File: src/rtl/seg_display_scheduler_if.sv
// seg_display_scheduler_if: request/data inputs and display outputs of the display scheduler
interface seg_display_scheduler_if;
    logic        tick;
    logic [2:0]  req;
    logic [15:0] data0;
    logic [15:0] data1;
    logic [15:0] data2;
    logic        alert;
    logic [15:0] alert_data;
    logic [15:0] num;
    logic [1:0]  src;
    logic        switched;
    modport master (output tick, req, data0, data1, data2, alert, alert_data, input num, src, switched);
    modport slave  (input tick, req, data0, data1, data2, alert, alert_data, output num, src, switched);
endinterface

File: src/rtl/seg_display_scheduler.sv
// seg_display_scheduler: round-robin time-slicing of one 4-digit display with a blinking pre-emptive alert
module seg_display_scheduler #(
    parameter int DWELL_TICKS = 4,
    parameter int BLINK_TICKS = 2,
    parameter int CNT_W       = 4
) (
    input logic clk,
    input logic rst,
    seg_display_scheduler_if.slave bus
);
    localparam logic [1:0] IDLE = 2'd0, SHOW = 2'd1, ALERT_ON = 2'd2, ALERT_OFF = 2'd3;
    localparam logic [15:0] DASHES = 16'hAAAA;
    localparam logic [CNT_W-1:0] DWELL_LAST = CNT_W'(DWELL_TICKS - 1);
    localparam logic [CNT_W-1:0] BLINK_LAST = CNT_W'(BLINK_TICKS - 1);

    logic [1:0] state, state_n, owner, owner_n, last, last_n, saved, saved_n, src_n;
    logic [1:0] win_all, win_oth;
    logic [CNT_W-1:0] dwell_cnt, dwell_n, blink_cnt, blink_n;
    logic [2:0] others;
    logic owner_req, saved_req;
    logic [15:0] num_n;

    function automatic logic [1:0] nxt(input logic [1:0] l);
        return (l == 2'd2) ? 2'd0 : l + 2'd1;
    endfunction

    function automatic logic [1:0] rr(input logic [1:0] l, input logic [2:0] m);
        logic [1:0] a, b;
        a = nxt(l);
        b = nxt(a);
        return m[a] ? a : m[b] ? b : nxt(b);
    endfunction

    function automatic logic [1:0] cls(input logic [1:0] s);
        return s[1] ? 2'd2 : s;
    endfunction

    // Shifting by 3 yields zero, so "none" never matches a request bit
    assign owner_req = |(bus.req & (3'b001 << owner));
    assign saved_req = |(bus.req & (3'b001 << saved));
    assign others    = bus.req & ~(3'b001 << owner);
    assign win_all   = rr(last, bus.req);
    assign win_oth   = rr(last, others);

    always_comb begin
        state_n = state;
        owner_n = owner;
        last_n  = last;
        saved_n = saved;
        dwell_n = dwell_cnt;
        blink_n = blink_cnt;
        if (!state[1]) begin
            if (bus.alert) begin
                state_n = ALERT_ON;
                blink_n = '0;
                saved_n = (state == SHOW) ? owner : 2'd3;
            end else if (state == IDLE || !owner_req) begin
                state_n = |bus.req ? SHOW : IDLE;
                owner_n = win_all;
                last_n  = |bus.req ? win_all : last;
                dwell_n = '0;
            end else if (bus.tick) begin
                if (dwell_cnt != DWELL_LAST) begin
                    dwell_n = dwell_cnt + 1'b1;
                end else if (|others) begin
                    owner_n = win_oth;
                    last_n  = win_oth;
                    dwell_n = '0;
                end
            end
        end else if (!bus.alert) begin
            state_n = (saved_req || |bus.req) ? SHOW : IDLE;
            owner_n = saved_req ? saved : win_all;
            last_n  = saved_req ? saved : |bus.req ? win_all : last;
            dwell_n = '0;
        end else if (bus.tick) begin
            // Phase flips after BLINK_TICKS ticks in either alert state
            state_n = (blink_cnt == BLINK_LAST) ? (state == ALERT_ON ? ALERT_OFF : ALERT_ON) : state;
            blink_n = (blink_cnt == BLINK_LAST) ? '0 : blink_cnt + 1'b1;
        end
        src_n = (state_n == SHOW) ? owner_n : 2'd3;
        num_n = (state_n == ALERT_ON) ? bus.alert_data :
                (state_n != SHOW)     ? DASHES :
                (owner_n == 2'd0)     ? bus.data0 :
                (owner_n == 2'd1)     ? bus.data1 : bus.data2;
    end

    always_ff @(posedge clk) begin
        if (!rst) begin
            state        <= IDLE;
            owner        <= 2'd0;
            last         <= 2'd2;
            saved        <= 2'd3;
            dwell_cnt    <= '0;
            blink_cnt    <= '0;
            bus.num      <= DASHES;
            bus.src      <= 2'd3;
            bus.switched <= 1'b0;
        end else begin
            state        <= state_n;
            owner        <= owner_n;
            last         <= last_n;
            saved        <= saved_n;
            dwell_cnt    <= dwell_n;
            blink_cnt    <= blink_n;
            bus.num      <= num_n;
            bus.src      <= src_n;
            bus.switched <= (src_n != bus.src) || (cls(state_n) != cls(state));
        end
    end
endmodule

File: src/flat_wrapper.sv
// flat-port wrapper written by rule: the top's interface ports become plain ports
module seg_display_scheduler_flat 
#(
    parameter int DWELL_TICKS = 4,
    parameter int BLINK_TICKS = 2,
    parameter int CNT_W       = 4
)
  (clk, rst, bus_tick, bus_req, bus_data0, bus_data1, bus_data2, bus_alert, bus_alert_data, bus_num, bus_src, bus_switched);
  seg_display_scheduler_if bus_i ();
  input logic clk;
  input logic rst;
  input wire logic [$bits(bus_i.tick)-1:0] bus_tick;
  input wire logic [$bits(bus_i.req)-1:0] bus_req;
  input wire logic [$bits(bus_i.data0)-1:0] bus_data0;
  input wire logic [$bits(bus_i.data1)-1:0] bus_data1;
  input wire logic [$bits(bus_i.data2)-1:0] bus_data2;
  input wire logic [$bits(bus_i.alert)-1:0] bus_alert;
  input wire logic [$bits(bus_i.alert_data)-1:0] bus_alert_data;
  output wire logic [$bits(bus_i.num)-1:0] bus_num;
  output wire logic [$bits(bus_i.src)-1:0] bus_src;
  output wire logic [$bits(bus_i.switched)-1:0] bus_switched;
  assign bus_i.tick = bus_tick;
  assign bus_i.req = bus_req;
  assign bus_i.data0 = bus_data0;
  assign bus_i.data1 = bus_data1;
  assign bus_i.data2 = bus_data2;
  assign bus_i.alert = bus_alert;
  assign bus_i.alert_data = bus_alert_data;
  assign bus_num = bus_i.num;
  assign bus_src = bus_i.src;
  assign bus_switched = bus_i.switched;
  seg_display_scheduler #(.DWELL_TICKS(DWELL_TICKS), .BLINK_TICKS(BLINK_TICKS), .CNT_W(CNT_W)) u_core (.clk(clk), .rst(rst), .bus(bus_i));
endmodule
File: config.mk
export PLATFORM = sky130hd
export DESIGN_NAME = seg_display_scheduler_flat
export DESIGN_NICKNAME = d
export VERILOG_FILES = /design/src/rtl/seg_display_scheduler_if.sv /design/src/rtl/seg_display_scheduler.sv /design/src/flat_wrapper.sv
export SDC_FILE = /design/constraint.sdc
export NUM_CORES = 1
export LEC_CHECK = 0
export ABC_AREA = 1
export BUFFER_PORTS_ARGS = -buffer_cell sky130_fd_sc_hd__buf_4
export CAP_MARGIN = 0
export CORE_MARGIN = 2
export CORE_UTILIZATION = 30
export CTS_CLUSTER_SIZE = 20
export DETAILED_ROUTE_END_ITERATION = 12
export PLACE_DENSITY_LB_ADDON = 0.15
export SETUP_SLACK_MARGIN = 0.2
export SLEW_MARGIN = 20
export SYNTH_ARGS = -nofsm -noshare
export SYNTH_HDL_FRONTEND = slang
export SYNTH_SLANG_ARGS = --single-unit
File: constraint.sdc
create_clock -name clk -period 1.9 [get_ports clk]
set_clock_uncertainty 0.05 [all_clocks]
set_input_delay 0 -clock clk [delete_from_list [all_inputs] [get_ports clk]]
set_output_delay 0 -clock clk [all_outputs]
set_load 0.05 [all_outputs]
# [Word-level counts from Yosys, hierarchy flattened]
# Index checks and enable logic that the tools add are counted.
[word_totals] register_bits=35 input_bits=71 output_inout_bits=19 elab_cells=117
[op_classes] add_sub_neg=5 order_cmp=2 n_eq_ne=15 n_shift=2 n_mux=61 bitwise_logic=6 n_reduce_logical=17
[op_table] operator="$mux W2" count=34
[op_table] operator="$mux W16" count=4
[op_table] operator="$mux W4" count=12
[op_table] operator="$reduce_or A3 Y1" count=4
[op_table] operator="$eq A2 B2 Y1 const B" count=5
[op_table] operator="$and A3 B3 Y3" count=3
[op_table] operator="$add A4 B1 Y4 const B" count=2
[op_table] operator="$bmux W1 S2" count=4
[op_table] operator="$mux W1" count=7
[op_table] operator="$add A2 B1 Y2 const B" count=3
[op_table] operator="$eq A2 B1 Y1 const B" count=3
[op_table] operator="$lt A2 B3 Y1 const B" count=2
[op_table] operator="$reduce_bool A3 Y1" count=2
[op_table] operator="$shl A1 B2 Y3 const A" count=2
[op_table] operator="$eq A4 B1 Y1 const B" count=1
[op_table] operator="$logic_not A2 Y1" count=2
[op_table] operator="$ne A2 B2 Y1" count=2
[op_table] operator="$ne A4 B2 Y1 const B" count=1
[op_table] operator="$reduce_and A2 Y1" count=2
[op_table] operator="$reduce_and A4 Y1" count=1
[op_table] operator="$reduce_bool A4 Y1" count=1
[op_table] operator="$logic_or A1 B1 Y1" count=3
[op_table] operator="$ne A3 B1 Y1 const B" count=1
[op_table] operator="$not A3 Y3" count=1
[op_table] operator="5 further kinds" count=6

# [Depth between registers and ports, before layout]
[depth] word_depth=19 mapped_depth=18 depth_no_buf=17

# [Worst setup path after synthesis]
# OpenSTA, ideal clock, no wires.
[synth_path] kind="register to register" startpoint="register u_core.dwell_cnt[0]" endpoint="register u_core.bus.switched" setup_time_ns=0.128 arrival_ns=1.719 required_time_ns=1.722 path_slack_ns=0.003 stages_incl_launch_ff=14 n_path_buf=1 period_less_slack_ns=1.897 path_cell_list="dfxtp_1 > ha_1 > nand2_1 > nor2_1 > nand3_2 > a21oi_2 > nand2_1 > nand2_1 > nand2_2 > buf_4 > o21bai_1 > nand3_1 > nor2_1 > nor2_1"
[synth_via] elab_chain_len=9
[synth_lines] element="start, declared" line_no="seg_display_scheduler.sv:18" source="logic [CNT_W-1:0] dwell_cnt, dwell_n, blink_cnt, blink_n;"
[synth_lines] element="start signal, assigned" line_no="seg_display_scheduler.sv:104" source="dwell_cnt <= dwell_n;"
[synth_lines] element="$ne A4 B2 Y1" line_no="seg_display_scheduler.sv:63" source="if (dwell_cnt != DWELL_LAST) begin"
[synth_lines] element="$mux W2" line_no="seg_display_scheduler.sv:63"
[synth_lines] element="$mux W2" line_no="seg_display_scheduler.sv:62" source="end else if (bus.tick) begin"
[synth_lines] element="$mux W2" line_no="seg_display_scheduler.sv:57" source="end else if (state == IDLE || !owner_req) begin"
[synth_lines] element="$mux W2" line_no="seg_display_scheduler.sv:53" source="if (bus.alert) begin"
[synth_lines] element="$mux W2" line_no="seg_display_scheduler.sv:52" source="if (!state[1]) begin"
[synth_lines] element="$mux W2" line_no="seg_display_scheduler.sv:81" source="src_n = (state_n == SHOW) ? owner_n : 2'd3;"
[synth_lines] element="$ne A2 B2 Y1" line_no="seg_display_scheduler.sv:108" source="bus.switched <= (src_n != bus.src) || (cls(state_n) != cls(state));"
[synth_lines] element="$logic_or A1 B1 Y1" line_no="seg_display_scheduler.sv:108"
[synth_lines] element="end signal, assigned" line_no="seg_display_scheduler.sv:108"
[synth_lines] element="end, declared" line_no="seg_display_scheduler_if.sv:14" source="modport slave (input tick, req, data0, data1, data2, alert, alert_data, output num, src, switched);"
# No other way between the ends.
# A chain may end at the register's enable or synchronous reset.

# [Worst setup path after layout]
[layout_path] startpoint="register u_core.last[1]" endpoint="register u_core.bus.num[6]"
[layout_via] elab_chain_len=19 elab_cells_between_ends=35 cone_classes="3 x add/sub; 4 x eq/ne; 27 x mux; 1 x reduce/logical"
[layout_lines] element="start, declared" line_no="seg_display_scheduler.sv:16" source="logic [1:0] state, state_n, owner, owner_n, last, last_n, saved, saved_n, src_n;"
[layout_lines] element="start signal, assigned" line_no="seg_display_scheduler.sv:102" source="last <= last_n;"
[layout_lines] element="$add A2 B1 Y2 or $eq A2 B2 Y1 (tied branches)" line_no="seg_display_scheduler.sv:24" source="return (l == 2'd2) ? 2'd0 : l + 2'd1;"
[layout_lines] element="$mux W2 *" line_no="seg_display_scheduler.sv:24"
[layout_lines] element="$add A2 B1 Y2 or $eq A2 B2 Y1 (tied branches)" line_no="seg_display_scheduler.sv:24"
[layout_lines] element="$mux W2" line_no="seg_display_scheduler.sv:24"
[layout_lines] element="$add A2 B1 Y2 (tied with other cells)" line_no="seg_display_scheduler.sv:24"
[layout_lines] element="$mux W2 or $mux W1 (tied branches)" line_no="seg_display_scheduler.sv:24, seg_display_scheduler.sv:31"
[layout_lines] element="$mux W2 (2 in series)" line_no="seg_display_scheduler.sv:31" source="return m[a] ? a : m[b] ? b : nxt(b);"
[layout_lines] element="$mux W2" line_no="seg_display_scheduler.sv:65" source="end else if (|others) begin"
[layout_lines] element="[... 2 more ...]"
[layout_lines] element="$mux W2" line_no="seg_display_scheduler.sv:57"
[layout_lines] element="$mux W2" line_no="seg_display_scheduler.sv:53"
[layout_lines] element="$mux W2 *" line_no="seg_display_scheduler.sv:52"
[layout_lines] element="$eq A2 B1 Y1" line_no="seg_display_scheduler.sv:85" source="(owner_n == 2'd1) ? bus.data1 : bus.data2;"
[layout_lines] element="$mux W16" line_no="seg_display_scheduler.sv:85"
[layout_lines] element="$mux W16 *" line_no="seg_display_scheduler.sv:84" source="(owner_n == 2'd0) ? bus.data0 :"
[layout_lines] element="$mux W16 *" line_no="seg_display_scheduler.sv:83" source="(state_n != SHOW) ? DASHES :"
[layout_lines] element="$mux W16 *" line_no="seg_display_scheduler.sv:82" source="num_n = (state_n == ALERT_ON) ? bus.alert_data :"
[layout_lines] element="end signal, assigned" line_no="seg_display_scheduler.sv:106" source="bus.num <= num_n;"
[layout_lines] element="end, declared" line_no="seg_display_scheduler_if.sv:14"
# Every way passes the cells marked *; elsewhere a longest branch is shown, timed or not. The select of a mux whose other input is x is not followed.

==> reports/metrics.cfg <==
[timing]
layout_min_cycle_time_ns=2.00
finalCritPeriodShare_pct=105
timing.hold.ws_ns=-0.000410
slew_viol_final=0
final.setup.worst_slack_ns=-0.102
tightest_slew_ns=0.295
setup_violations=15
rsz0062_at_grt=true
fmax_mhz=500
relSlewSlack_pct=80.3
finalSetupTns_ns=-0.530
hold_viol=1

[die]
initial_utilization_pct=31.2
rows=31
die-area_um2=8330
die_w_um=91.3
die_y_um=91.3
io_pins=90
coreArea_um2=7330

[setup_path]
end_kind=register
crit_path_max_incr_delay_ns=0.37
cp_max_fo=15
start_kind=register
worst_path_most_repeated_cell=nand2_1
critPathKind=register to register
cpMaxStageDelayCell=dfxtp_4
path_cells=nor2_4, nand3_1, nand2_1, inv_1, o21bai_2, nand2_1, nand2_2, nand2_1, nand2_4, nor2_4, buf_12, a21oi_1, nand2_1, a21oi_1
r2r_cells=14
arrival_ns=2.17
crit_required_ns=2.07

[power]
seq_power_share_pct=30.8
ir_worst_vdd_mv=0.292
powerDensity_nw_per_um2=628
intPower_uw=1670
power.clock.fraction_pct=19.9
share_comb_of_total_power_pct=49.3
p_leak_uw=0.00202
p_switching_uw=1040
p_sw_share_pct=38.3

[synth]
yosys_warnings=0
synth_most_common_cell=nand2_1
postSynth.asyncResetShare_pct=0
synth_nets=440
syn_area_um2=2290
synth-seq-cells=35
synth.distinct_cells=36
ys.flop_type=dfxtp_1
yosysTopAreaCellShare_pct=30.7
seq_area_frac_synth_pct=30.7
synth_commonest_cells=nand2_1 (113), nand3_1 (50), dfxtp_1 (35)
yosysTopAreaCell=dfxtp_1
synth_edf_count=0
synth_area_per_cell_um2=6.26
synth.area.top_cells=dfxtp_1 (31%), nand2_1 (19%), nand3_1 (11%), a21oi_1 (7.4%), inv_1 (5.4%)
synthCells=365

[routing]
route.detailed.wl_per_inst_um=13.5
drt_iter0_drc=93
wl_met2_mm=4.49
num_vias=3050
drt-met1-wl_mm=3.67
routed_wl_mm=8.66
met3WireLength_um=355
viasPerCell=4.77
dr.max_layer_used=met4
drc=0
ant_nets=0
firstDrtPassIters=6

[clock_network]
cts_buffers=5
cts_tree=built
cts_buffer_depth=2
clock_latency_ns=0.29
path_clk_slew_ns=0.08
root_buffer=clkbuf_8
clock_sinks=35
cts_htree_levels=2

[layout]
final_nets=615
stdcell_count=640
drive_gt1_share_pct=43.4
area_growth_pct=88.5
diodes=0

[global_routing]
grt_pass1_vias=3085
grt_overflow=0
grtUsageTotal_pct=20.4
grt_pass1_wl_mm=13.9
antenna_found_initial=0
grt_start_max_net_pins=17

[worst_hold_path]
hp-class=input port to register
whs_path_depth=5

[placement]
pre_cts_slack_ns=-0.155
gp_congestion=0.848
hpwlAfterDp_mm=5.79
port_buffers=89
dp_cells=576

[run_status]
status=finished, violations left
violations=negative hold slack, negative setup slack

[run]
maxCapViolCount=0

-- power by group through the flow --
stage,Sequential (µW),Combinational [µW],Clock (µW)
after floorplan,992,487,0
after global placement,844,1010,0
after detailed placement,843,1010,0
after CTS,831,1230,556
after global routing,838,1440,576
final,832,1330,539
-- layer usage --
metal  vias up  GRT usage (%)
met4         0           6.82
met2        74           37.5
met1      1413           23.6
li1       1550              -
met5         -              0
met3        13           3.98
-- area by class of cell --
class,instances,area (µm²)
clock buffers,7,76.3
clock inverters,1,5.00
fillers,676,3020
inverters,41,169
multi-input cells,278,1660
flip-flops and latches,35,716
well taps,99,124
repair buffers,179,1560
-- what timing repair did --
action	4_1_cts	5_1_grt
hold buffers	42	0
pin swaps	14	14
endpoints found under the setup margin	24	29
cloned	2	0
hold endpoints to repair	21	0
resized for setup	37	47
setup buffers	9	3
-- kinds of logic after synthesis --
family | Yosys count | synth area share (%)
simple gates | 205 | 39.4
buf+inv | 52 | 9.96
fa+ha+maj | 4 | 2.19
flops | 35 | 30.7
xor+xnor | 1 | 0.383
compound gates | 68 | 17.4
-- metrics by stage --
step	utilization (%)	power (µW)	instance area, µm²
3_3_place_gp	45.9	1850	3370
5_1_grt	58.8	2860	4310
2_1_floorplan	-	1480	2370
4_1_cts	56.2	2620	4120
6_report	58.8	2700	4310
3_5_place_dp	45.9	1850	3370
-- registers in the layout, summed over array words and instances (netlist names) --
| name | cells |
|---|---|
| u_core.bus.switched | 1 |
| u_core.bus.src | 2 |
| u_core.bus.num | 16 |
| u_core.state | 2 |
| u_core.owner | 2 |
| u_core.saved | 2 |
| u_core.dwell_cnt | 4 |
| u_core.last | 2 |
| u_core.blink_cnt | 4 |
-- worst max-delay path, delay by kind of cell (launching register included) --
kind                   cells  cell delay, ns
AOI/OAI and AO/OA          3            0.44
DFF                        1            0.37
buffers and inverters      2            0.18
and+or+nand+nor            9            0.90
-- worst paths after layout --
| path | from | endpoint | slack (ns) |
|---|---|---|---|
| hold / removal | bus_data2[11] | u_core.bus.num[11]$_SDFF_PN1_ | -0.0004 |
| setup / recovery | u_core.last[1]$_SDFFE_PN1P_ | u_core.bus.num[6]$_SDFF_PN0_ | -0.10 |
| hold reg to reg | u_core.blink_cnt[3]$_SDFFE_PN0P_ | u_core.blink_cnt[3]$_SDFFE_PN0P_ | 0.45 |
| setup reg to reg | u_core.last[1]$_SDFFE_PN1P_ | u_core.bus.num[6]$_SDFF_PN0_ | -0.10 |
-- placed cells by master, fill, tap and decap left out, drive strengths merged --
cell type      n
a211oi         2
a21boi         1
a21oi         37
a221oi         1
a31oi          2
and2           1
buf          137
clkbuf         7
clkinv         3
dfxtp         35
dlygate4sd3   42
ha             4
inv           39
nand2        119
nand3         54
nand4          2
nor2          26
nor3           3
o211ai         3
o21a           1
o21ai         18
o21bai         2
o31ai          1
xnor2          1
Note: power is estimated with default switching activity, not from simulation.
